`src/rtl/ifetch_unit.sv`:
```
// ifetch_unit
// Instruction fetch stage sitting upstream of the decoder. It owns the program
// counter, issues one word read at a time to instruction memory, and buffers
// the returned {pc, instr} pairs in a small FIFO. A taken branch/jump
// (redirect) reloads the PC and flushes the FIFO. Any in-flight read that
// belongs to the old path is discarded when it returns.
//
// Ports
//   CLK, RST        clock and synchronous active-high reset
//   mem_req_*       registered read request (valid/ready, word address)
//   mem_rsp_*       read response, always accepted in the cycle it is valid
//   redirect_*      one-cycle pulse carrying the new fetch target
//   inst_*          FIFO head towards the decoder (valid/ready, data, pc, pc+4)
module ifetch_unit #(
  parameter logic [31:0] RESET_PC = 32'h0000_0000,
  parameter int          DEPTH    = 2
) (
  input  logic        CLK,
  input  logic        RST,
  output logic        mem_req_valid,
  input  logic        mem_req_ready,
  output logic [31:0] mem_req_addr,
  input  logic        mem_rsp_valid,
  input  logic [31:0] mem_rsp_data,
  input  logic        redirect_valid,
  input  logic [31:0] redirect_addr,
  output logic        inst_valid,
  input  logic        inst_ready,
  output logic [31:0] inst_data,
  output logic [31:0] inst_pc,
  output logic [31:0] inst_pc_next
);

  localparam int PW = $clog2(DEPTH);
  localparam int CW = $clog2(DEPTH) + 1;
  localparam logic [CW-1:0] FULL = CW'(DEPTH);

  typedef enum logic [1:0] {
    IDLE,
    REQ,
    WAIT,
    DROP
  } state_t;

  state_t        state;
  logic [31:0]   pc;
  logic          kill;
  logic [PW-1:0] wr_ptr;
  logic [PW-1:0] rd_ptr;
  logic [CW-1:0] count;
  logic [31:0]   pc_mem   [DEPTH];
  logic [31:0]   data_mem [DEPTH];

  logic [31:0]   target;
  logic          push;
  logic          pop;

  // Redirect targets are forced to word alignment.
  assign target = redirect_addr & ~32'h3;

  // A response is only kept when it belongs to the current path: it must
  // arrive in WAIT and not coincide with a redirect.
  assign push = (state == WAIT) && mem_rsp_valid && !redirect_valid;
  assign pop  = inst_valid && inst_ready;

  assign inst_valid   = (count != '0);
  assign inst_data    = data_mem[rd_ptr];
  assign inst_pc      = pc_mem[rd_ptr];
  assign inst_pc_next = inst_pc + 32'd4;

  // Fetch control FSM, PC and FIFO bookkeeping. A new request is only
  // issued while the FIFO has room, so the single outstanding response can
  // always be pushed without a full check. mem_req_addr stays stable from
  // issue until the response, so it doubles as the PC of the fetched word.
  // The redirect assignments at the bottom deliberately override whatever
  // the state case decided for pc and the FIFO.
  always_ff @(posedge CLK) begin
    if (RST) begin
      state         <= IDLE;
      pc            <= RESET_PC;
      kill          <= 1'b0;
      mem_req_valid <= 1'b0;
      mem_req_addr  <= RESET_PC;
      wr_ptr        <= '0;
      rd_ptr        <= '0;
      count         <= '0;
    end else begin
      unique case (state)
        IDLE: begin
          if (!redirect_valid && (count < FULL)) begin
            state         <= REQ;
            mem_req_valid <= 1'b1;
            mem_req_addr  <= pc;
          end
        end
        REQ: begin
          // The held request is never withdrawn; a redirect only marks it
          // so that its response will be dropped.
          if (redirect_valid) begin
            kill <= 1'b1;
          end
          if (mem_req_ready) begin
            mem_req_valid <= 1'b0;
            if (kill || redirect_valid) begin
              state <= DROP;
            end else begin
              state <= WAIT;
              pc    <= pc + 32'd4;
            end
          end
        end
        WAIT: begin
          if (redirect_valid) begin
            state <= mem_rsp_valid ? IDLE : DROP;
          end else if (mem_rsp_valid) begin
            state <= IDLE;
          end
        end
        DROP: begin
          if (mem_rsp_valid) begin
            state <= IDLE;
            kill  <= 1'b0;
          end
        end
        default: state <= IDLE;
      endcase

      if (redirect_valid) begin
        pc     <= target;
        wr_ptr <= '0;
        rd_ptr <= '0;
        count  <= '0;
      end else begin
        if (push) begin
          wr_ptr <= wr_ptr + 1'b1;
        end
        if (pop) begin
          rd_ptr <= rd_ptr + 1'b1;
        end
        unique case ({push, pop})
          2'b10:   count <= count + 1'b1;
          2'b01:   count <= count - 1'b1;
          default: count <= count;
        endcase
      end
    end
  end

  // FIFO storage; contents need no reset because count gates visibility.
  always_ff @(posedge CLK) begin
    if (push) begin
      pc_mem[wr_ptr]   <= mem_req_addr;
      data_mem[wr_ptr] <= mem_rsp_data;
    end
  end

endmodule
```
`config.mk`:
```
export PLATFORM = sky130hd
export DESIGN_NAME = ifetch_unit
export DESIGN_NICKNAME = d
export VERILOG_FILES = /design/src/rtl/ifetch_unit.sv
export SDC_FILE = /design/constraint.sdc
export NUM_CORES = 1
export LEC_CHECK = 0
export BUFFER_PORTS_ARGS = -buffer_cell sky130_fd_sc_hd__buf_2
export CORE_MARGIN = 10
export CORE_UTILIZATION = 58
export CTS_CLUSTER_SIZE = 12
export DETAILED_ROUTE_END_ITERATION = 12
export PLACE_DENSITY = 0.85
export SLEW_MARGIN = 20
export SYNTH_ARGS = -nofsm -noshare
export SYNTH_HDL_FRONTEND = slang
export SYNTH_SLANG_ARGS = --single-unit
export TNS_END_PERCENT = 50
```
`constraint.sdc`:
```
create_clock -name CLK -period 8.1 [get_ports CLK]
set_clock_uncertainty 0.05 [all_clocks]
set_input_delay 1.215 -clock CLK [delete_from_list [all_inputs] [get_ports CLK]]
set_output_delay 1.215 -clock CLK [all_outputs]
set_load 0.01 [all_outputs]
```
# Yosys cells after proc, flatten, opt, wreduce, memory -nomap -nowiden
# Memories as Yosys holds them, arrays and structs flattened. A register that Yosys moved wholly into a read port is not among the register bits.
# Index checks and enable logic that the tools add are counted.
# W data, S select, Z words.
dict set report classes {
  n_mux 24
  add_sub_neg 6
  n_bitwise 1
  n_eq_ne 10
  mul 0
  order_cmp 1
  n_reduce_logical 20
  n_shift 0
  div_mod_pow 0
}
# op count
set ops {}
lappend ops {{$mux W32} 4}
lappend ops {{$add A32 B3 Y32 const B} 2}
lappend ops {{$reduce_and A3 Y1} 4}
lappend ops {{$reduce_bool A2 Y1} 6}
lappend ops {{$mux W1} 11}
lappend ops {{$mux W2} 5}
lappend ops {{$ne A2 B2 Y1 const B} 5}
lappend ops {{$pmux W2 S4} 1}
lappend ops {{$eq A2 B2 Y1 const B} 3}
lappend ops {{$eq A2 B1 Y1 const B} 2}
lappend ops {{$logic_and A1 B1 Y1} 4}
lappend ops {{$pmux W1 S2} 2}
lappend ops {{$pmux W2 S2} 1}
lappend ops {{$reduce_and A2 Y1} 2}
lappend ops {{$add A1 B1 Y1 const B} 2}
lappend ops {{$add A2 B1 Y2 const B} 1}
lappend ops {{$logic_not A2 Y1} 1}
lappend ops {{$lt A2 B2 Y1 const B} 1}
lappend ops {{$reduce_or A2 Y1} 1}
lappend ops {{$sub A2 B1 Y2 const B} 1}
lappend ops {{$logic_not A1 Y1} 1}
lappend ops {{$logic_or A1 B1 Y1} 1}
lappend ops {{$not A1 Y1} 1}
dict set report word_totals {
  ramBits 128
  ff_bits 72
  rom_bits 0
  latchBits 0
  output_inout_bits 130
  n_memories 2
  inputBits 70
}
# memory depth width read_ports rd_clocked_by_memory_dff wr line_no
set memory_table {}
lappend memory_table {data_mem 2 32 1 1 1 52} ;# logic [31:0] data_mem [DEPTH];
lappend memory_table {pc_mem 2 32 1 1 1 51} ;# logic [31:0] pc_mem [DEPTH];

# Logic depth before layout (Yosys ltp)
# Gate-level depths: netlist of the first run.
dict set report logic_depth {
  depth_word 5
  mapped_depth 13
}

# Worst setup path after synthesis of the first run
# OpenSTA, ideal clock, no wires.
dict set report synth_timing {
  path_type {input to register}
  startpoint {input port redirect_valid}
  endpoint {memory data_mem[0][0], enable pin}
  path_buffers 1
  required_time_ps 7568
  arrival_time_ps 4396
  cell_stages 4
  setup_slack_ps 3172
  path_cell_list {clkbuf_1 nor3_1 inv_1 nor2_1}
}
dict set report synth_via {
  elab_chain_cells 4
}
# element line_no
set synth_lines {}
lappend synth_lines {{start: declaration} 25} ;# input logic redirect_valid,
lappend synth_lines {{$logic_not A1 Y1} 63} ;# assign push = (state == WAIT) && mem_rsp_valid && !redirect_valid;
lappend synth_lines {{$logic_and A1 B1 Y1} 63}
lappend synth_lines {{$mux W1} 151} ;# if (push) begin
lappend synth_lines {{$mux W1 (implied by the code)} 153} ;# data_mem[wr_ptr] <= mem_rsp_data;
lappend synth_lines {{end: declaration} 52}
# No other way between the ends.

==> reports/qor.yml, run 1 <==
postSynthCellCount: 707
synth-seq-cells: 193
yosysSeqAreaShare_pct: 60.2
numPortBuffers: 191
swShare_pct: 21.5
hold_viol: 0
intPower_mw: 1.57
max_freq_mhz: 214
yosys-top-cells-area: "edfxtp_1 (44%), dfxtp_1 (16%), mux2_2 (6.2%), xnor2_1 (4.4%), nand2_1 (4.3%)"
cts_resized: 0
coreArea_um2: 14400
ir_drop_v: 0.000142
powerDensity_nw_per_um2: 198
slowest_delay_ps: 1020
cp.depth: 8
post-route-min-period_ps: 4670
total_power_mw: 1.99
gp_congestion: 0.801
synthDistinctLibCells: 53
cp_common_cell: "a211oi_2"
wirelength_mm: 19.2
timing.rr.start: "state[1]"
p_comb_share_pct: 5.7
slew_headroom_pct: 29.0
cp_top_family: "flip-flops"
ant_nets: 0
clock_path_buffers: 2
ys_top_cells_by_count: "edfxtp_1 (124), nand2_1 (96), dfxtp_1 (69), nor2_1 (53)"
period_share_pct: 57.7
drt-initial-drc-count: 462
nNetsFinal: 959
critical_path.slowest_cell: "dfxtp_4"
synth_top_area_share_pct: 43.9
die_w_um: 141
grt_pass1_vias: 5639
yosys_warnings: 0
hold_path.class: "register to register"
cp-end-kind: "output pin"
cp.required_ps: 6840
antenna_found_initial: 0
postCtsSetupBuffers: 0
min-delay-start: "mem_req_addr[5]"
drive_gt1_share_pct: 33.8
num_vias: 5798
cts.reportedPaths.clkPinSlew_ps: 60
hold_path_end: "pc_mem[0][5]"
syn2layout_area_growth_pct: 18.8
cap_violations: 0
synth_area_um2: 8470
h-tree-depth: 4
setup-violations-final: 0
hold_buffers: 0
ios: 200
drv_slew: 0
grt_start_max_net_pins: 89
setup_ws_ps: 3430
start_util_pct: 58.8
cts_tree: "built"
tns_ps: 0
status: "finished clean"
worst_r2r_path_depth: 5
route.detailed.drc: 0
rsz0062_at_grt: "false"
tightest_slew_ps: 1060
synth_flop_cell: "edfxtp_1"
cts_num_sinks: 193
dp_hpwl_mm: 13.8
yosysMostFrequentCell: "edfxtp_1"
cts_made_buffers: 17
wl_per_cell_um: 17.7
regToRegSetupSlack_ps: 5790
cp-start-kind: "register"
hold_slack_ps: 425
crit_path_max_fanout: 88
pre_cts_ws_ps: 3790
die_height_um: 141
std_cell_rows: 44
async_flop_share_pct: 0
fin_util_pct: 69.8
p_leak_nw: 3.62
pwr-share-clk_pct: 39.6
synth_edf_count: 124
root_buffer: "clkbuf_16"
critPathBufInv: 2
path_cells: "mux2_2 > ha_1 > inv_1 > a211oi_2 > nand4_2 > a211oi_2 > xor2_1 > buf_2"
gr-usage-all-layers_pct: 18.8
syn_area_per_cell_um2: 12.0
grt-ovfl-total: 0
antennaDiodeCount: 0
dr.pass1.iters: 4
clk-insertion-delay-late_ps: 420
timing.rr.end: "data_mem[0][31]"
worst-setup-path-type: "register to output pin"
grt_first_pass_wirelength_mm: 30.1
die_area_um2: 19800
post-synth-top-area-cell: "edfxtp_1"
holdPathStages: 0
crit_arrival_ps: 3410
power_frac_seq_pct: 54.8
viasPerCell: 5.35
p_sw_uw: 428
==> how the worst max path moves through the flow <==
stage / endpoint / slack (ps) / start
4_1_cts: inst_pc_next[24] / 3340 / register
2_1_floorplan: data_mem[0][0] / 3170 / redirect_valid
3_5_place_dp: inst_pc_next[24] / 3790 / register
3_3_place_gp: inst_pc_next[24] / 3830 / register
5_1_grt: inst_pc_next[24] / 3120 / register
6_report: inst_pc_next[24] / 3430 / register
==> area by class of cell <==
cell class	count	area, µm²
clock inverter	11	116
clock buffer	21	440
sequential	193	5110
multi-input combinational	456	3100
tap	184	230
fill	1052	4350
inverter	22	82.6
timing repair buffer	196	993
==> cells by family (layout without fill, tap and decap cells) <==
family / Yosys count / after routing / synth area share (%)
and+or+nand+nor: 236 / 236 / 14.8
DFF: 193 / 193 / 60.2
AOI/OAI and AO/OA: 88 / 88 / 6.47
muxes: 65 / 65 / 8.37
buffers and inverters: 63 / 250 / 3.62
xor gates and xnor gates: 58 / 58 / 5.99
adders and majority gates: 3 / 3 / 0.443
other: 1 / 6 / 0.0443
==> sequential cells by signal (all words and copies together) (netlist names), named ones only <==
| register | count |
|---|---|
| data_mem | 64 |
| state | 2 |
| kill | 1 |
| count | 2 |
| pc | 30 |
| rd_ptr | 1 |
| pc_mem | 60 |
| mem_req_valid | 1 |
| wr_ptr | 1 |
| mem_req_addr | 30 |
==> power groups by stage <==
stage	combinational, mW	clock (mW)	sequential [mW]
final	0.113	0.788	1.09
after global routing	0.125	0.848	1.10
after CTS	0.114	0.802	1.09
after detailed placement	0.113	0	1.11
after global placement	0.109	0	1.11
after floorplan	0.0689	0	1.11
==> worst reg2reg max path, stage by stage (launching register included) <==
cell	delay, ps
dfxtp_1	510
nand2_1	100
nor3_1	320
inv_1	150
nor2_4	90
buf_4	630
==> per-stage QoR <==
stage	std cells	cell area, µm²
after global routing	1083	10100
final	1083	10100
after CTS	1083	10100
after detailed placement	1051	9510
after floorplan	712	8490
after global placement	1051	9510
==> layer usage <==
metal  wire (µm)  vias up  share of wire [%]  GRT usage, %
met4         116        0               0.61          4.78
met1        8530     2725                 45          24.1
met2        9370      189                 49          30.6
met5           0        -                  0             0
met3        1140       11                6.0          5.17
li1            -     2873                  -             -
==> cell usage in the layout, fill, tap and decap left out, drive strengths merged, types with 5 or more instances in the layout <==
| master | netlist | final |
|---|---|---|
| nor4 | 13 | 13 |
| clkbuf | 18 | 21 |
| xor2 | 15 | 15 |
| inv | 21 | 21 |
| xnor2 | 43 | 43 |
| conb | 1 | 6 |
| o21ai | 8 | 8 |
| nand4 | 16 | 16 |
| nor2 | 53 | 53 |
| mux2 | 47 | 47 |
| dfxtp | 69 | 69 |
| nand2 | 96 | 96 |
| clkinv | 1 | 6 |
| buf | 23 | 196 |
| nand3 | 10 | 10 |
| nor3 | 14 | 14 |
| a211oi | 16 | 16 |
| or3 | 5 | 5 |
| a21oi | 49 | 49 |
| edfxtp | 124 | 124 |
| nand4b | 8 | 8 |
| mux2i | 18 | 18 |
Power figures use the tool's default switching activity.
==> inputs of run 2 (changes only) <==
--- a/config.mk
+++ b/config.mk
@@ -5,12 +5,13 @@
 export SDC_FILE = /design/constraint.sdc
 export NUM_CORES = 1
 export LEC_CHECK = 0
+export ABC_AREA = 1
 export BUFFER_PORTS_ARGS = -buffer_cell sky130_fd_sc_hd__buf_2
 export CORE_MARGIN = 10
-export CORE_UTILIZATION = 58
+export CORE_UTILIZATION = 55
 export CTS_CLUSTER_SIZE = 12
 export DETAILED_ROUTE_END_ITERATION = 12
-export PLACE_DENSITY = 0.85
+export PLACE_DENSITY = 0.81
 export SLEW_MARGIN = 20
 export SYNTH_ARGS = -nofsm -noshare
 export SYNTH_HDL_FRONTEND = slang
==> constraint.sdc (replaced) <==
create_clock -name CLK -period 4.5 [get_ports CLK]
set_clock_uncertainty 0.05 [all_clocks]
set_input_delay 0.675 -clock CLK [delete_from_list [all_inputs] [get_ports CLK]]
set_output_delay 0.675 -clock CLK [all_outputs]
set_load 0.01 [all_outputs]
==> reports/qor.yml, run 2 <==
coreArea_um2: 16500  # +14%
synth-seq-cells: 193  # unchanged
dp_hpwl_mm: 17.4  # +26%
numPortBuffers: 191  # unchanged
cts_tree: "built"
cts.reportedPaths.clkPinSlew_ps: 80  # +20 ps
yosysMostFrequentCell: "nand2_1"
ant_nets: 0  # unchanged
p_comb_share_pct: 8.7  # +3.0 points
regArea_um2: 5110  # unchanged
yosys_warnings: 0  # unchanged
nNetsFinal: 1263  # +32%
postCtsSetupBuffers: 0  # unchanged
route.detailed.drc: 0  # unchanged
post-route-min-period_ps: 3700
drv_slew: 0  # unchanged
final_cell_mix: "nand2_1 (217), buf_2 (191), nor2_1 (124), edfxtp_1 (124), inv_1 (121)"
synth_top_family_by_area: "simple AND/OR/NAND/NOR gates"
hold_slack_ps: 388  # -37.3 ps
die_area_um2: 22200  # +12%
critPathBufInv: 3  # +1
cap_violations: 0  # unchanged
timing.rr.start: "pc[3]"
die_height_um: 149  # +5.8%
syn2layout_area_growth_pct: 18.4
viasPerCell: 5.19  # -3.0%
cp_top_family: "buffers and inverters"
hold_path_end: "data_mem[0][18]"
synth_flop_cell: "edfxtp_1"
synth_top_area_share_pct: 40.7  # -3.3 points
max_freq_mhz: 270
post-synth-top-area-cell: "edfxtp_1"
period_share_pct: 82.2
synthDistinctLibCells: 43  # -19%
synthMuxAreaShare_pct: 3.94  # -4.4 points
antennaDiodeCount: 0  # unchanged
die_w_um: 149  # +5.8%
h-tree-depth: 4  # unchanged
yosysSeqAreaShare_pct: 55.8  # -4.5 points
multiInputGateArea_um2: 3370  # +8.8%
intPower_mw: 2.88  # +84%
grt-ovfl-total: 0  # unchanged
synth_compound_area_share_pct: 9.57  # +3.1 points
num_vias: 7391  # +27%
status: "finished clean"
root_buffer: "clkbuf_16"
cp_common_cell: "nand2_1"
async_flop_share_pct: 0  # unchanged
cts_made_buffers: 17  # unchanged
ir_drop_v: 0.000245  # +72%
clock_path_buffers: 2  # unchanged
regToRegSetupSlack_ps: 2340  # -3450 ps
worst_r2r_path_depth: 12  # +7
holdPathStages: 1  # +1
max_flop_register: "data_mem"
ios: 200  # unchanged
yosys-top-cells-area: "edfxtp_1 (41%), dfxtp_1 (15%), nand2_1 (8.9%), nor2_1 (5.2%), inv_1 (5.0%)"
critical_path.slowest_cell: "dfxtp_4"
crit_path_max_fanout: 61  # -31%
path_cells: "buf_4 > o21ai_1 > inv_1 > nand2_1 > nor2_1 > nand3_1 > nor2_1 > nand2_1 > nand2_1 > nand2_1 > buf_2"
gp_congestion: 0.947  # +18%
crit_arrival_ps: 2970  # -440 ps
swShare_pct: 25.8  # +4.3 points
p_sw_mw: 1.00  # +130%
gr-usage-all-layers_pct: 20.3  # +1.5 points
cp-start-kind: "register"
final_common_cell: "nand2_1"
dr.pass1.iters: 5  # +1
cp-end-kind: "output pin"
setup-violations-final: 0  # unchanged
clk-insertion-delay-late_ps: 420  # about the same
synth-xor-area-share_pct: 2.39  # -3.6 points
ys_top_cells_by_count: "nand2_1 (217), nor2_1 (126), edfxtp_1 (124), inv_1 (121), dfxtp_1 (69)"
cp.required_ps: 3770  # -3070 ps
fillers: 1357  # +29%
grt_pass1_vias: 6957  # +23%
syn_area_per_cell_um2: 9.09  # -24%
min-delay-start: "mem_rsp_data[18]"
cp.depth: 11  # +3
power_frac_seq_pct: 52.2  # -2.6 points
pwr-share-clk_pct: 39.1  # -0.5 points
reg_top3: "data_mem: 64 flops, pc_mem: 60 flops"
p_leak_nw: 4.51  # +24%
powerDensity_nw_per_um2: 359  # +81%
tightest_slew_ps: 826  # -238 ps
synth_edf_count: 124  # unchanged
cts_num_sinks: 193  # unchanged
grt_start_max_net_pins: 63  # -29%
largest_reg_flops: 64  # unchanged
antenna_found_initial: 0  # unchanged
total_power_mw: 3.89  # +95%
drive_gt1_share_pct: 25.2  # -8.6 points
worst-setup-path-type: "register to output pin"
synth_fa_ha_area_share_pct: 0.410  # -0.033 points
rsz0062_at_grt: "false"
cts_resized: 0  # unchanged
wirelength_mm: 23.5  # +23%
drt-initial-drc-count: 560  # +21%
std_cell_rows: 47  # +6.8%
tns_ps: 0  # unchanged
synth_area_um2: 9150  # +8.0%
wl_per_cell_um: 16.5  # -6.7%
start_util_pct: 55.6  # -3.2 points
slowest_delay_ps: 780  # -240 ps
hold_path.class: "input pin to register"
postSynthCellCount: 1007  # +42%
hold_buffers: 0  # unchanged
synthSimpleGateAreaFrac_pct: 20.1  # +5.3 points
grt_first_pass_wirelength_mm: 36.1  # +20%
hold_viol: 0  # unchanged
slew_headroom_pct: 44.9  # +16 points
timing.rr.end: "pc[28]"
==> run 2: area by class of cell <==
class / count / area share (%)
clock buffer: 17 / 3.92
clock inverter: 15 / 1.62
inverter: 125 / 4.33
multi-input combinational: 656 / 31.1
sequential: 193 / 47.1
tap: 220 / 2.54
timing repair buffer: 197 / 9.35
==> run 2: kinds of logic (layout without fill, tap and decap cells) <==
kind of cell    Yosys count  after routing
simple gates            436            436
flops                   193            193
buf+inv                 163            354
compound gates          154            154
mux                      32             32
xor+xnor                 25             25
fa+ha+maj                 3              3
other cells               1              6
==> run 2: power by group through the flow <==
stage	Clock (mW)	Combinational (mW)	Sequential, mW
2_1_floorplan	0	0.185	2.06
3_3_place_gp	0	0.327	2.06
3_5_place_dp	0	0.335	2.07
4_1_cts	1.54	0.338	2.03
5_1_grt	1.62	0.372	2.04
6_report	1.52	0.338	2.03
==> run 2: worst max-delay path by stage <==
stage | from | endpoint | slack, ps
detailed placement | register | inst_pc_next[30] | 1280
global route | register | inst_pc_next[30] | 550
CTS | register | inst_pc_next[30] | 810
finish | register | inst_pc_next[28] | 800
global placement | register | inst_pc_next[30] | 1280
floorplan | redirect_valid | data_mem[1][0] | 190
==> run 2: through the flow <==
step	utilization, %	std cells	worst slack (ps)	cell area (µm²)
after global routing	65.8	1423	547	10800
after detailed placement	62.2	1391	1280	10200
final	65.8	1423	803	10800
after CTS	65.8	1423	812	10800
after global placement	62.2	1391	1280	10200
after floorplan	-	1012	193	9170
==> run 2: routing by layer <==
layer	global-route usage (%)	wire (µm)	up-vias
li1	-	-	3685
met1	25.6	9820	3391
met2	33.4	11500	271
met3	4.04	1530	44
met4	8.34	648	0
met5	0	0	-
